`src/rtl/ifu_fetch_ctrl.sv`:
```
// rtl/ifu_fetch_ctrl.sv - instruction-fetch sequencer with prefetch FIFO, redirect flush and fault halt

`ifndef CFG_INST_ADDR_WIDTH
`define CFG_INST_ADDR_WIDTH 32
`endif
`ifndef CFG_INST_DATA_WIDTH
`define CFG_INST_DATA_WIDTH 32
`endif

module ifu_fetch_ctrl #(
  parameter int INST_ADDR_WIDTH = `CFG_INST_ADDR_WIDTH,
  parameter int INST_DATA_WIDTH = `CFG_INST_DATA_WIDTH,
  parameter int FIFO_DEPTH = 4,
  parameter logic [INST_ADDR_WIDTH-1:0] BOOT_ADDR = '0
) (
  input  logic                       clk,
  input  logic                       reset_n,
  input  logic                       fetch_en,
  input  logic                       redirect_valid,
  input  logic [INST_ADDR_WIDTH-1:0] redirect_pc,
  output logic [INST_ADDR_WIDTH-1:0] imem_address,
  output logic                       imem_req,
  input  logic                       imem_ack,
  input  logic [INST_DATA_WIDTH-1:0] imem_data_in,
  output logic                       inst_valid,
  input  logic                       inst_ready,
  output logic [INST_DATA_WIDTH-1:0] inst_data,
  output logic [INST_ADDR_WIDTH-1:0] inst_pc,
  output logic                       fetch_halted,
  output logic [INST_ADDR_WIDTH-1:0] fault_pc
);

  localparam int AW = INST_ADDR_WIDTH;
  localparam int DW = INST_DATA_WIDTH;
  localparam int PW = $clog2(FIFO_DEPTH);
  localparam int CW = PW + 1;

  typedef enum logic [1:0] {IDLE, RUN, HALT} state_t;

  state_t         state, state_nx;
  logic [AW-1:0]  fetch_pc;
  logic [AW-1:0]  resp_pc;
  logic           inflight;
  logic           discard;
  logic [DW-1:0]  fifo_data [FIFO_DEPTH];
  logic [AW-1:0]  fifo_pc   [FIFO_DEPTH];
  logic [PW-1:0]  wr_ptr, rd_ptr;
  logic [CW-1:0]  count;
  logic [CW:0]    credit_used;
  logic           redirect_act;
  logic           resp_live;
  logic           push, pop, fault;
  logic           unused_redirect_lsbs;

  // redirect_pc[1:0] are architecturally ignored
  assign unused_redirect_lsbs = ^redirect_pc[1:0];

  // A redirect in IDLE only retargets fetch_pc; elsewhere it flushes and drops responses
  assign redirect_act = redirect_valid && (state != IDLE);
  assign resp_live    = inflight && !discard && !redirect_act;
  assign push         = resp_live && imem_ack;
  assign fault        = resp_live && !imem_ack;
  assign pop          = inst_valid && inst_ready && !redirect_act;

  // Credits: FIFO entries plus the outstanding request must never exceed the depth
  assign credit_used  = {1'b0, count} + {{CW{1'b0}}, inflight};
  assign imem_req     = (state == RUN) && (credit_used < (CW+1)'(FIFO_DEPTH));
  assign imem_address = fetch_pc;

  assign inst_valid   = (count != '0);
  assign inst_data    = fifo_data[rd_ptr];
  assign inst_pc      = fifo_pc[rd_ptr];

  // State register
  always_ff @(posedge clk or negedge reset_n) begin
    if (!reset_n) state <= IDLE;
    else          state <= state_nx;
  end

  // Next-state: fault halts, redirect overrides everything outside IDLE
  always_comb begin
    state_nx = state;
    case (state)
      IDLE:    if (fetch_en) state_nx = RUN;
      RUN:     if (!fetch_en) state_nx = IDLE;
      HALT:    state_nx = HALT;
      default: state_nx = IDLE;
    endcase
    if (fault)        state_nx = HALT;
    if (redirect_act) state_nx = fetch_en ? RUN : IDLE;
  end

  // Request address and single-outstanding-request tracking
  always_ff @(posedge clk or negedge reset_n) begin
    if (!reset_n) begin
      fetch_pc <= BOOT_ADDR;
      resp_pc  <= '0;
      inflight <= 1'b0;
      discard  <= 1'b0;
    end else begin
      if (redirect_valid)  fetch_pc <= {redirect_pc[AW-1:2], 2'b00};
      else if (imem_req)   fetch_pc <= fetch_pc + AW'(4);
      inflight <= imem_req;
      // A request launched alongside a redirect or a fault must not deliver its word
      discard  <= imem_req && (redirect_act || fault);
      if (imem_req) resp_pc <= fetch_pc;
    end
  end

  // Prefetch FIFO: push acknowledged words, pop on decode handshake, flush on redirect
  always_ff @(posedge clk or negedge reset_n) begin
    if (!reset_n) begin
      for (int i = 0; i < FIFO_DEPTH; i++) begin
        fifo_data[i] <= '0;
        fifo_pc[i]   <= '0;
      end
      wr_ptr <= '0;
      rd_ptr <= '0;
      count  <= '0;
    end else if (redirect_act) begin
      wr_ptr <= '0;
      rd_ptr <= '0;
      count  <= '0;
    end else begin
      if (push) begin
        fifo_data[wr_ptr] <= imem_data_in;
        fifo_pc[wr_ptr]   <= resp_pc;
        wr_ptr            <= wr_ptr + PW'(1);
      end
      if (pop) rd_ptr <= rd_ptr + PW'(1);
      count <= count + CW'(push) - CW'(pop);
    end
  end

  // Fault status: latched on a missing acknowledge, cleared by a redirect
  always_ff @(posedge clk or negedge reset_n) begin
    if (!reset_n) begin
      fetch_halted <= 1'b0;
      fault_pc     <= '0;
    end else if (redirect_act) begin
      fetch_halted <= 1'b0;
    end else if (fault) begin
      fetch_halted <= 1'b1;
      fault_pc     <= resp_pc;
    end
  end

endmodule

```
`config.mk`:
```
export PLATFORM = sky130hd
export DESIGN_NAME = ifu_fetch_ctrl
export DESIGN_NICKNAME = d
export VERILOG_FILES = /design/src/rtl/ifu_fetch_ctrl.sv
export SDC_FILE = /design/constraint.sdc
export NUM_CORES = 1
export LEC_CHECK = 0
export CORE_MARGIN = 2
export CORE_UTILIZATION = 42
export CTS_BUF_LIST = sky130_fd_sc_hd__clkbuf_16
export DETAILED_ROUTE_END_ITERATION = 10
export GPL_ROUTABILITY_DRIVEN = 0
export PLACE_DENSITY = 0.72
export SYNTH_ARGS = -nofsm -noshare
export SYNTH_HDL_FRONTEND = slang
export SYNTH_SLANG_ARGS = --single-unit
export TNS_END_PERCENT = 1
```
`constraint.sdc`:
```
create_clock -name clk -period 4.8 [get_ports clk]
set_input_delay 1.44 -clock clk [delete_from_list [all_inputs] [get_ports clk]]
set_output_delay 1.44 -clock clk [all_outputs]
set_load 0.01 [all_outputs]
```
### Word-level counts from Yosys, hierarchy flattened

Index checks and enable logic that the tools add are counted.

* $add $sub $neg: 6
* multipliers: 0
* divide/modulo/power cells: 0
* order comparisons: 4
* equality and inequality tests: 4
* shift operators: 0
* multiplexer cells: 25
* bitwise logic cells: 3
* reduce and logical (&&, ||, !) cells: 24

Operators with widths (number)
* bitwise mux 128 bit: 2
* two-way mux 32 bit: 7
* binary-select mux 32 bit (select 2 bit): 2
* demux 32 bit (select 2 bit): 1
* adder 32 x 3 -> 32 bit, second input constant: 1
* two-way mux 2 bit: 8
* logical AND 1 bit: 10
* nonzero test 2 bit: 5
* != test 4 bit, second input constant: 2
* greater-or-equal comparator 3 bit, second input constant: 2
* NOT 2 -> 3 bit: 2
* one-hot mux 2 bit (3 select lines): 1
* AND reduction 2 bit: 3
* adder 2 x 1 -> 2 bit, second input constant: 2
* adder 3 x 1 -> 4 bit: 1
* less-than comparator 4 x 3 -> 1 bit, second input constant: 1
* adder 3 x 1 -> 3 bit: 1
* zero test 1 bit: 3
* less-than comparator 3 x 1 -> 1 bit, second input constant: 1
* two-way mux 1 bit: 3
* two-way mux 3 bit: 1
* nonzero test 3 bit: 1
* subtractor 3 x 1 -> 3 bit: 1
* == test 2 x 1 -> 1 bit, second input constant: 1
* 4 further kinds: 4

* bits in registers: 364
* bits in latches: 0
* bits in writable memories: 0
* bits in read-only memories: 0
* output and inout port bits: 131
* logic and storage cells: 84
* memories: 0

### Logic depth before layout (Yosys ltp)

* depth after elaboration: 8
* gate-level depth with buffers: 9
* gate-level depth less buffers: 9

### Least setup slack after synthesis

OpenSTA, ideal clock, no wires.

* kind: input -> register
* start point: in redirect_valid
* end point: reg count[2]
* library setup time: 0.119 ns
* arrival: 2.827 ns
* path slack: 1.855 ns
* stages on the path: 9
* cell sequence: o21ai_2 and4b_1 buf_4 mux2i_1 ha_1 inv_1 fa_1 xnor2_1 nor2_1

* word-level cells in the longest chain between the ends: 7
* elaborated cells on any way between the ends: 8
* those cells by class: 2 x add/sub; 1 x mux; 5 x reduce/logical

RTL lines
* start, declared: line 19 `input logic redirect_valid,`
* logical AND 1 bit *: line 59 `assign redirect_act = redirect_valid && (state != IDLE);`
* zero test 1 bit: line 60, 63
* logical AND 1 bit: line 60 `assign resp_live = inflight && !discard && !redirect_act;`
* logical AND 1 bit: line 61 `assign push = resp_live && imem_ack;`
* adder 3 x 1 -> 3 bit: line 131 `count <= count + CW'(push) - CW'(pop);`
* subtractor 3 x 1 -> 3 bit: line 131
* two-way mux 3 bit *: line 120 `end else if (redirect_act) begin`
* end signal, assigned: line 131
* end, declared: line 48 `logic [CW-1:0] count;`

Mark *: on every way between the ends. The rest lies on a longest branch, timed or not.
A chain may end at the register's enable or synchronous reset.

### Worst setup path in the final report

* start point: reg rd_ptr[1]
* end point: out inst_pc[22]

* word-level cells in the longest chain between the ends: 4

RTL lines
* start, declared: line 47 `logic [PW-1:0] wr_ptr, rd_ptr;`
* start signal, assigned: line 130 `if (pop) rd_ptr <= rd_ptr + PW'(1);`
* NOT 2 -> 3 bit (implied by the code): line 72 `assign inst_pc = fifo_pc[rd_ptr];`
* binary-select mux 32 bit (select 2 bit): line 72
* two-way mux 32 bit (implied by the code) (2 in series): line 72
* end, declared: line 28 `output logic [INST_ADDR_WIDTH-1:0] inst_pc,`

Every way passes these cells. The select of a mux whose other input is x is not followed.

==> impl_metrics.toml <==
[status]
status = "finished, final reports clean"

[finish]
drive_above_1_share_pct = 32.81
antenna_cells = 0
final_design_area_no_fill_sq_um = 19060
n_fill_cell = 3078
syn2layout_area_growth_pct = 24.11
layout_commonest_cell = "dfrtp_1"
fin_nets = 1321
stdcell_count = 1739
layout_common_cells = "dfrtp_1 (348), mux2_2 (258), clkdlybuf4s50_1 (190), nand2_1 (135), mux4_2 (62)"

[worst_setup_path]
crit_family = "buffers and inverters"
critPathSlowestCell = "dfrtp_4"
critPathKind = "reg -> out"
cp.arrival_ns = 2.65
worstPathBufferInverterCount = 2
crit_fanout = 34
cp_slowest_stage_delay_ns = 0.81
cp.required_ns = 3.36
cp-start-kind = "flop"
cp-end-kind = "primary output"
cp_cell_sequence = "buf_4 > mux4_2 > clkdlybuf4s50_1"

[cts]
cts_resized = 0
insertion_delay_ns = 0.52
cts_num_sinks = 350
postCtsHoldBufs = 0
cts_root_buf = "clkbuf_16"
clk_pin_slew_ns = 0.06
numCtsBuffers = 39
cts_tree = "yes"
post_cts_buffers = 0
cts_buffer_depth = 3
htreeDepth = 2

[global_routing]
grt_pass1_wl_um = 55370
antenna_found_initial = 0
gr-total-overflow = 0
grtUsageTotal_pct = 18.45
grt_pass1_vias = 9838
grt_max_degree = 94

[synthesis]
synthCells = 1050
synth_ff_type = "dfrtp_1"
synth.area.top_cells = "dfrtp_1 (57%), mux2_2 (19%), mux4_2 (9.1%), nand2_1 (3.3%), mux2_1 (1.8%)"
yosysSeqAreaShare_pct = 57.02
synth-seq-cells = 350
syn_area_sq_um = 15360
synth_area_leader_cell = "dfrtp_1"
yosysWarnings = 0
synth_top_area_share_pct = 57.02
ys_async_sr_fraction_pct = 100.0
ys_types = 45
synth_edf_count = 0
syn_avg_cell_area_sq_um = 14.63

[timing]
worst_slew_pin_slew_ns = 0.6859
min_period_ns = 4.087
rsz0062_at_grt = "no"
slew_viol_final = 0
fmax_ghz = 0.2447
finClkSkew_ns = 0.01487
finalHoldWorstSlack_ns = 0.4821
period_share_pct = 85.15
finalSetupViolCount = 0
relSlewSlack_pct = 54.27
finalHoldViolations = 0
fin_setup_tns_ns = 0

[power_and_ir_drop]
clkPwrFrac_pct = 24.7
pwr-share-comb_pct = 34.5
p_leak_nw = 8.688
seqPwrFrac_pct = 40.7
internal_power_mw = 8.172
netSwitchingPower_mw = 3.551
power.density_nw_per_um2 = 615.0
peakVddDrop_mv = 0.3294
swShare_pct = 30.29

[drt]
vias = 9272
drt_iter0_markers = 480
drt_pass1_iterations = 4
m1WireLength_um = 16040
routed_wl_um = 34510
ant_nets = 0
routed.top_layer = "met4"
wl_per_cell_um = 19.84
route.detailed.drc = 0
dr_wl_met2_um = 16120
met3RoutedLength_um = 1762
via_per_inst = 5.332

[placement]
place_hpwl_um = 21830
place_area_sq_um = 17820
dp.cells = 1670
portBuffers = 192

[die]
die_h_um = 195.2
die_area_sq_um = 38120
die_x_um = 195.2
start_util_pct = 42.26
row_count = 70
coreArea_sq_um = 36350
ioPinCount = 201

[flow_run]
cap_viol_max_count = 0

[hold_path]
hp-class = "reg -> reg"
stage by stage:
| step | power, mW | util [%] | setup WS (ns) |
|---|---|---|---|
| after floorplan | 7.004 | - | 1.855 |
| final | 11.72 | 52.45 | 0.7128 |
| after CTS | 11.89 | 52.45 | 0.6438 |
| after detailed placement | 8.937 | 49.02 | 0.9442 |
| after global placement | 8.781 | 49.02 | 1.028 |
| after global routing | 12.38 | 52.45 | 0.6274 |
path summary, 6_finish.rpt:
check                           cells past startpoint  slack, ns    startpoint            end
worst max-delay path                                3       0.71     rd_ptr[1]    inst_pc[22]
worst min-delay path                                1       0.48  fetch_halted   fetch_halted
worst max register to register                      8       2.30      state[1]       count[2]
worst min register to register                      1       0.48  fetch_halted   fetch_halted
max in group asynchronous                           2       2.85       reset_n   fault_pc[25]
min in group asynchronous                           1       0.92       reset_n  fifo_data[99]
layer usage:
layer | track usage [%] | vias to the layer above
met5 | 0 | -
met4 | 4.806 | 0
met3 | 3.851 | 43
met2 | 29.54 | 223
met1 | 25.78 | 4843
li1 | - | 4163
worst reg2reg max path, cell delays in order, from the launching register on:
cell and delay [ns]:
dfrtp_1 0.43, o21ai_2 0.25, and4b_1 0.63, mux2i_1 0.26, ha_1 0.16, inv_1 0.04
fa_1 0.37, xnor2_1 0.17, nor2_1 0.06
sequential cells by signal, indices dropped and copies added, names as in the netlist:
signal	flops
fifo_data	128
state	2
fault_pc	30
count	3
imem_address	30
resp_pc	30
rd_ptr	2
fifo_pc	120
inflight	1
discard	1
wr_ptr	2
fetch_halted	1
Yosys cell counts, types with 2 or more instances:
library cell and instances:
buf_6 4, nor3_1 9, mux2i_1 3, clkbuf_1 13, nand2_4 4, o21ai_0 20
nand3_1 10, inv_1 5, and2_1 4, nor4_2 7, dfrtp_1 350, buf_4 8
buf_2 34, xor2_1 10, nand2_1 135, nor4_1 2, nor2b_1 3, mux2_2 258
mux2_1 24, and3_1 3, buf_1 6, and4_2 2, nor2_1 12, ha_1 7
o21ai_1 7, xnor2_1 22, mux4_2 62, and4_1 4, nand4_1 6
power groups by stage:
| stage | Sequential (mW) | Clock, mW | Combinational [mW] |
|---|---|---|---|
| after floorplan | 4.55 | 0 | 2.45 |
| after global placement | 4.76 | 0 | 4.02 |
| after detailed placement | 4.83 | 0 | 4.11 |
| after CTS | 4.78 | 2.99 | 4.12 |
| after global routing | 4.93 | 3.10 | 4.36 |
| final | 4.78 | 2.90 | 4.05 |
area by class of cell:
class	count	area, sq um	share of cell area (%)
clock buffer	40	1001	5.251
clock inverter	29	244.0	1.280
inverter	5	18.77	0.09845
multi-input combinational	635	6264	32.86
sequential	350	8766	45.98
tap	468	585.6	3.072
timing repair buffer	212	2185	11.46
logic make-up (layout without fill, tap and decap cells):
logic type	Yosys count	count (layout)	synth area share, %
xor gates and xnor gates	32	32	1.825
DFF	350	350	57.02
other	1	6	0.02441
adders and majority gates	8	8	0.7005
muxes	347	347	29.96
and+or+nand+nor	208	208	6.843
AOI/OAI and AO/OA	34	34	1.246
buffers and inverters	70	286	2.379
No activity file was read; power rests on OpenSTA's default activity.
